### src/rtl/run_splitter.sv
// Run splitter: steers merged records into one of two show-ahead FIFO banks.
// Optional per-bank terminator counters are built when RUN_SPLITTER_STATS_EN is defined.
module run_splitter #(
  parameter int DATA_WIDTH = 32,
  parameter int ADDR_WIDTH = 4
) (
  input  logic                  i_clk,
  input  logic                  i_rst,
  input  logic                  i_valid,
  input  logic [DATA_WIDTH-1:0] i_data,
  input  logic                  i_switch,
  output logic                  o_full,
  output logic                  o_dest,
  input  logic                  i_rd_0,
  input  logic                  i_rd_1,
  output logic [DATA_WIDTH-1:0] o_data_0,
  output logic [DATA_WIDTH-1:0] o_data_1,
  output logic                  o_empty_0,
  output logic                  o_empty_1,
  output logic                  o_min_zero_0,
  output logic                  o_min_zero_1,
  output logic [15:0]           o_runs_0,
  output logic [15:0]           o_runs_1
);

  localparam int DEPTH = 2 ** ADDR_WIDTH;
  localparam logic [ADDR_WIDTH:0] OCC_MAX = (ADDR_WIDTH + 1)'(DEPTH);
  localparam logic [ADDR_WIDTH:0] ONE     = (ADDR_WIDTH + 1)'(1);

  typedef enum logic [1:0] {
    ST_EMPTY   = 2'd0,
    ST_PARTIAL = 2'd1,
    ST_FULL    = 2'd2
  } bank_state_t;

  logic [ADDR_WIDTH:0]   wptr_q  [2];
  logic [ADDR_WIDTH:0]   wptr_d  [2];
  logic [ADDR_WIDTH:0]   rptr_q  [2];
  logic [ADDR_WIDTH:0]   rptr_d  [2];
  logic [ADDR_WIDTH:0]   occ_q   [2];
  logic [ADDR_WIDTH:0]   occ_d   [2];
  bank_state_t           state_q [2];
  bank_state_t           state_d [2];
  logic                  dest_q;
  logic                  dest_d;
  logic [1:0]            wr_en;
  logic [1:0]            rd_en;
  logic [1:0]            rd_req;
  logic [DATA_WIDTH-1:0] mem_q [2][DEPTH];

  assign rd_req = {i_rd_1, i_rd_0};

  // Writes and pops are gated by the bank state so reset-cycle traffic is dropped too.
  always_comb begin
    dest_d = dest_q ^ i_switch;
    wr_en  = '0;
    rd_en  = '0;
    for (int b = 0; b < 2; b++) begin
      wptr_d[b]  = wptr_q[b];
      rptr_d[b]  = rptr_q[b];
      occ_d[b]   = occ_q[b];
      state_d[b] = state_q[b];
      wr_en[b]   = !i_rst && i_valid && (dest_q == 1'(b)) && (state_q[b] != ST_FULL);
      rd_en[b]   = !i_rst && rd_req[b] && (state_q[b] != ST_EMPTY);
      if (wr_en[b]) wptr_d[b] = wptr_q[b] + ONE;
      if (rd_en[b]) rptr_d[b] = rptr_q[b] + ONE;
      case ({wr_en[b], rd_en[b]})
        2'b10:   occ_d[b] = occ_q[b] + ONE;
        2'b01:   occ_d[b] = occ_q[b] - ONE;
        default: occ_d[b] = occ_q[b];
      endcase
      if (occ_d[b] == '0)          state_d[b] = ST_EMPTY;
      else if (occ_d[b] == OCC_MAX) state_d[b] = ST_FULL;
      else                          state_d[b] = ST_PARTIAL;
    end
  end

  always_ff @(posedge i_clk) begin
    if (i_rst) begin
      dest_q <= 1'b0;
      for (int b = 0; b < 2; b++) begin
        wptr_q[b]  <= '0;
        rptr_q[b]  <= '0;
        occ_q[b]   <= '0;
        state_q[b] <= ST_EMPTY;
      end
    end else begin
      dest_q <= dest_d;
      for (int b = 0; b < 2; b++) begin
        wptr_q[b]  <= wptr_d[b];
        rptr_q[b]  <= rptr_d[b];
        occ_q[b]   <= occ_d[b];
        state_q[b] <= state_d[b];
      end
    end
  end

  // Storage is never reset; only the pointers decide what is valid.
  always_ff @(posedge i_clk) begin
    for (int b = 0; b < 2; b++) begin
      if (wr_en[b]) mem_q[b][wptr_q[b][ADDR_WIDTH-1:0]] <= i_data;
    end
  end

  assign o_dest       = dest_q;
  assign o_full       = (state_q[dest_q] == ST_FULL);
  assign o_empty_0    = (state_q[0] == ST_EMPTY);
  assign o_empty_1    = (state_q[1] == ST_EMPTY);
  assign o_data_0     = mem_q[0][rptr_q[0][ADDR_WIDTH-1:0]];
  assign o_data_1     = mem_q[1][rptr_q[1][ADDR_WIDTH-1:0]];
  assign o_min_zero_0 = !o_empty_0 && (o_data_0 == '0);
  assign o_min_zero_1 = !o_empty_1 && (o_data_1 == '0);

`ifdef RUN_SPLITTER_STATS_EN
  logic [15:0] runs_q [2];
  logic [15:0] runs_d [2];

  // Terminator counters saturate rather than wrap.
  always_comb begin
    for (int b = 0; b < 2; b++) begin
      runs_d[b] = runs_q[b];
      if (wr_en[b] && (i_data == '0) && (runs_q[b] != 16'hFFFF))
        runs_d[b] = runs_q[b] + 16'd1;
    end
  end

  always_ff @(posedge i_clk) begin
    if (i_rst) begin
      runs_q[0] <= '0;
      runs_q[1] <= '0;
    end else begin
      runs_q[0] <= runs_d[0];
      runs_q[1] <= runs_d[1];
    end
  end

  assign o_runs_0 = runs_q[0];
  assign o_runs_1 = runs_q[1];
`else
  assign o_runs_0 = '0;
  assign o_runs_1 = '0;
`endif

endmodule

### config.mk
export PLATFORM = sky130hd
export DESIGN_NAME = run_splitter
export DESIGN_NICKNAME = d
export VERILOG_FILES = /design/src/rtl/run_splitter.sv
export SDC_FILE = /design/constraint.sdc
export NUM_CORES = 1
export LEC_CHECK = 0
export BUFFER_PORTS_ARGS = -buffer_cell sky130_fd_sc_hd__buf_2
export CAP_MARGIN = 20
export CORE_ASPECT_RATIO = 1.4
export CORE_MARGIN = 2
export CORE_UTILIZATION = 32
export CTS_CLUSTER_SIZE = 16
export DETAILED_ROUTE_END_ITERATION = 12
export PLACE_DENSITY = 0.47
export SYNTH_ARGS = -nofsm -noshare
export SYNTH_HDL_FRONTEND = slang
export SYNTH_SLANG_ARGS = --single-unit
### constraint.sdc
create_clock -name i_clk -period 9.5 [get_ports i_clk]
set_input_delay 0.475 -clock i_clk [delete_from_list [all_inputs] [get_ports i_clk]]
set_output_delay 0.475 -clock i_clk [all_outputs]
set_load 0.03 [all_outputs]
# Yosys cells after proc, flatten, opt, wreduce, memory -nomap -nowiden
# Memory sizes are Yosys's and may differ from the RTL's. A register that Yosys moved wholly into a read port is not among the register bits.
# Cells that the tools add are included.
# classes
add_sub_neg	8
n_lt_le_gt_ge	6
eq_ne	9
mux	39
n_bitwise	14
reduce_logical	25
# op_table
op	count
2-to-1 mux 512 bit	4
OR reduction 512 bit	1
binary-select mux 32 bit (select 4 bit)	2
demux 32 bit (select 4 bit)	2
2-to-1 mux 32 bit	6
zero test 32 bit	2
2-to-1 mux 5 bit	10
adder 5 x 1 -> 5 bit (second input constant)	6
>= comparator 5 bit (second input constant)	4
inverter 4 -> 5 bit	4
one-hot mux 5 bit (2 select lines)	2
logical AND 1 bit	13
2-to-1 mux 2 bit	6
equality test 5 bit (second input constant)	2
zero test 5 bit	2
less-than comparator 5 x 1 -> 1 bit (second input constant)	2
subtractor 5 x 1 -> 5 bit (second input constant)	2
OR 1 bit	8
2-to-1 mux 1 bit	7
equality test 2 bit (second input constant)	3
equality test 2 x 1 -> 1 bit (second input constant)	2
zero test 2 bit	2
!= test 2 bit (second input constant)	2
nonzero test 2 bit	2
3 further kinds	5
# totals
register_bits	1
ram_bits	1058
inputBits	38
output_inout_bits	102
word_cells	107
n_memories	5
# memory_table
memory	depth	width	read_ports	rd_clocked_by_memory_dff	write_ports	line	rtl
mem_q	2	512	2	0	1	49	logic [DATA_WIDTH-1:0] mem_q [2][DEPTH];
occ_q	2	5	2	0	2	40	logic [ADDR_WIDTH:0] occ_q [2];
rptr_q	2	5	2	0	2	38	logic [ADDR_WIDTH:0] rptr_q [2];
wptr_q	2	5	2	0	2	36	logic [ADDR_WIDTH:0] wptr_q [2];
state_q	2	2	3	1	2	42	bank_state_t state_q [2];

# Depth between registers and ports, before layout
# logic_depth
depth_word	10
depth_mapped	11
mapped_depth_nobuf	9

# Least setup slack after synthesis
# No wires, ideal clock.
# synth_timing
path_kind	input to register
from	input port i_rst
to	memory mem_q[0][896] in the netlist's numbering, enable pin
setup_time_ns	0.461
arrival_time_ns	3.567
required_ns	9.039
slack_ns	5.471
path_stages	6
path_buffers	2
path_cell_list	clkbuf_1 > nor2b_1 > and3_1 > clkbuf_1 > nand2_1 > nor3_1
# synth_via
elab_chain_len	8
word_cells_on_any_way	13
classes_between	mux (6); reduce/logical (7)
# synth_lines
item	line	rtl
from (decl)	8	input logic i_rst,
zero test 1 bit (*)	63	wr_en[b] = !i_rst && i_valid && (dest_q == 1'(b)) && (state_q[b] != ST_FULL);
logical AND 1 bit (*)	63	
logical AND 1 bit (2 in a row)	63	
2-to-1 mux 1 bit	101	if (wr_en[b]) mem_q[b][wptr_q[b][ADDR_WIDTH-1:0]] <= i_data;
2-to-1 mux 512 bit (implied by the code)	101	
OR reduction 512 bit (no source line)	n/a	
2-to-1 mux 1 bit (no source line) / 2-to-1 mux 512 bit (equally long branches)	n/a	
to (decl)	49	
# Mark *: on every way between the ends. The rest lies on a longest branch, timed or not.

==> flow_metrics.py <==
metrics = {
    "detailed_routing": {
        "met1Wirelength_um": 44300,
        "drtIter0Drc": 1424,
        "met3_length_um": 4290,
        "wl_per_cell_um": 28.3,
        "route.met2.wl_um": 55600,
        "maxUsedRoutingLayer": "met4",
        "drt_first_pass_iters": 5,
        "ant_nets": 0,
        "drc": 0,
        "vias": 19300,
        "vias_per_cell": 5.12,
        "wirelength_um": 107000,
    },
    "logic_synthesis": {
        "yosysWarningCount": 0,
        "synth-seq-cells": 1055,
        "syn_area_um2": 40500,
        "ys_seq_area_frac": 0.775,
        "async_flop_share": 0,
        "synth_edf_count": 1024,
        "syn_inst": 1871,
        "avgSynthCellArea_um2": 21.6,
        "synth_ff_type": "edfxtp_1",
        "synth_cell_types": 45,
    },
    "hold_path": {
        "whs_endpoint": "o_dest$_SDFF_PP0_",
        "hold_class": "primary input to flip-flop",
        "hold_depth": 3,
        "min_from": "i_switch",
    },
    "critical_path": {
        "startpoint_type": "flip-flop",
        "r2r_cells": 9,
        "crit-reg2reg-launch": "state_q[1][1]$_SDFF_PP0_",
        "rrSetupSlack_ns": 6.48,
        "cp_cell_sequence": "buf_12 -> mux4_2 -> a22oi_1 -> nand2_1 -> nor4_1 -> buf_4 -> nand4_1 -> nor3_2 -> buf_2",
        "crit_path_max_incr_delay_ns": 0.88,
        "path_class": "flip-flop to output port",
        "endpoint_kind": "output port",
        "cp_slowest_cell": "dfxtp_4",
        "r2r_end": "state_q[1][1]$_SDFF_PP0_",
        "crit_required_ns": 9.03,
        "critPathMaxFanout": 90,
        "arrival_ns": 4.75,
    },
    "clock_network": {
        "postCtsSetupRepairBufs": 0,
        "ctsHoldBuffers": 0,
        "cts_buffers": 107,
        "clk_latency_ns": 0.68,
        "ctsRootBufferMaster": "clkbuf_16",
        "cts_max_level": 3,
        "cts_tree": "done",
        "ctsResizeCount": 0,
        "cts.path.max_buffers": 3,
        "cts.reportedPaths.clkPinSlew_ns": 0.06,
        "cts.sinks": 1055,
    },
    "timing": {
        "finalSetupViolations": 0,
        "fin_skew_ns": 0.0272,
        "tns_ns": 0,
        "relSlewSlack": 0.360,
        "final_max_slew_viol_count": 0,
        "worstMarginPinSlew_ns": 0.960,
        "hold_violations": 0,
        "rsz0062_at_grt": "false",
        "min_period_ns": 5.23,
        "whs_ns": 0.0798,
        "post-route-period-util": 0.550,
        "max_freq_mhz": 191,
    },
    "floorplanning": {
        "pin_count": 140,
        "fp.dieH_um": 425,
        "die-area_um2": 129000,
        "start_util": 0.322,
        "num_rows": 154,
        "core_area_um2": 126000,
        "die_x_um": 305,
    },
    "place": {
        "detailed_place_hpwl_um": 58500,
        "io_buffers": 107,
        "gp_congestion": 0.714,
    },
    "grt": {
        "grt_first_pass_wirelength_um": 152000,
        "antenna_found_initial": 8,
        "grt_max_degree": 100,
        "gr-total-overflow": 0,
        "grt_use_total": 0.164,
        "grt_pass1_vias": 20400,
    },
    "run_status": {
        "status": "completed",
    },
    "cells_and_area": {
        "fill_cells": 11400,
        "final_cell_mix": "1024 x edfxtp_1, 258 x mux4_2, 124 x a22oi_1, 108 x clkbuf_16, 107 x buf_2",
        "nets": 2087,
        "drive_gt1_frac": 0.293,
        "area_delta_synth_final_pct": 15.4,
        "final_common_cell": "edfxtp_1",
    },
    "power_and_ir_drop": {
        "ir_drop_mv": 0.158,
        "leakagePower_nw": 14.3,
        "p_per_area_nw_per_um2": 212,
    },
    "flow_run": {
        "drv_cap": 0,
    },
}
[cells by family after synthesis]
| kind of cell | Yosys count | share of synthesized area |
|---|---|---|
| muxes | 264 | 0.145 |
| DFF | 1055 | 0.775 |
| AOI/OAI and AO/OA | 154 | 0.0281 |
| buffers and inverters | 144 | 0.0190 |
| other | 1 | 0.0000926 |
| xor gates and xnor gates | 20 | 0.00433 |
| and+or+nand+nor | 219 | 0.0247 |
| adders and majority gates | 14 | 0.00433 |
[registers in the layout, indices dropped and copies added (netlist names)]
name and flops:
mem_q 1024, o_dest 1, occ_q 10, rptr_q 8
state_q 4, wptr_q 8
[how the worst max path moves through the flow]
stage                         startpoint                      end  slack (ns)  cells past startpoint
3_5_place_dp   rptr_q[0][0]$_SDFFE_PP0P_             o_min_zero_0        4.75                      9
4_1_cts        rptr_q[0][0]$_SDFFE_PP0P_             o_min_zero_0        4.01                      9
3_3_place_gp   rptr_q[0][0]$_SDFFE_PP0P_             o_min_zero_0        4.75                      9
5_1_grt        rptr_q[0][0]$_SDFFE_PP0P_             o_min_zero_0        3.86                      9
6_report       rptr_q[0][0]$_SDFFE_PP0P_             o_min_zero_0        4.27                      9
2_1_floorplan                      i_rst  mem_q[0][896]$_DFFE_PP_        5.47                      6
[report_power, final]
part	switching [W]	internal [W]	total (W)
clock	0.00180	0.00249	0.00429
sequential	0.0000252	0.00512	0.00515
combinational	0.000303	0.000164	0.000467
total	0.00213	0.00778	0.00991
[Yosys cell counts (all sizes together), types with 2 or more instances]
cell type	n	area (µm²)
a21oi	7	35.0
a22oi	124	931
a31oi	3	18.8
and2	5	31.3
and3	2	12.5
buf	72	498
clkbuf	62	233
dfxtp	31	621
edfxtp	1024	30700
ha	14	175
inv	10	37.5
mux2i	6	60.1
mux4	258	5810
nand2	85	319
nand2b	7	43.8
nand3	6	30.0
nand4	8	50.1
nor2	59	221
nor2b	10	62.6
nor3	14	80.1
nor4	14	87.6
o21a	3	22.5
o21ai	7	35.0
o31ai	2	15.0
or3	6	37.5
xnor2	6	52.6
xor2	14	123
[stage by stage]
stage               total power (W)  instances   util  area, µm²  setup WS [ns]
floorplan                   0.00555       1902      -      40600           5.47
detailed placement          0.00573       3564  0.344      43200           4.75
global route                 0.0102       3765  0.372      46700           3.86
CTS                          0.0100       3765  0.372      46700           4.01
global placement            0.00572       3564  0.344      43200           4.75
finish                      0.00991       3767  0.372      46700           4.27
[critical path, delay by kind of cell, from the launching register on]
family	cells	cell delay [ns]
AO/OA/AOI/OAI	1	0.21
buffers and inverters	3	1.06
flip-flops	1	0.88
multiplexers	1	0.58
AND/OR/NAND/NOR	4	1.23
[per-layer routing]
layer | up-vias | track usage
met2 | 511 | 0.292
met1 | 10500 | 0.212
met3 | 146 | 0.0222
met5 | - | 0
li1 | 8108 | -
met4 | 0 | 0.0424
[cell type report]
cell class | count | area (µm²) | share of cell area
Timing Repair Buffer | 158 | 943 | 0.0202
Inverter | 10 | 37.5 | 0.000803
Tap cell | 1638 | 2050 | 0.0438
Multi-Input combinational cell | 703 | 8750 | 0.187
Clock buffer | 121 | 2750 | 0.0589
Sequential cell | 1055 | 31400 | 0.671
Clock inverter | 80 | 831 | 0.0178
Antenna cell | 2 | 5.00 | 0.000107
(Power assumes the default switching activity.)
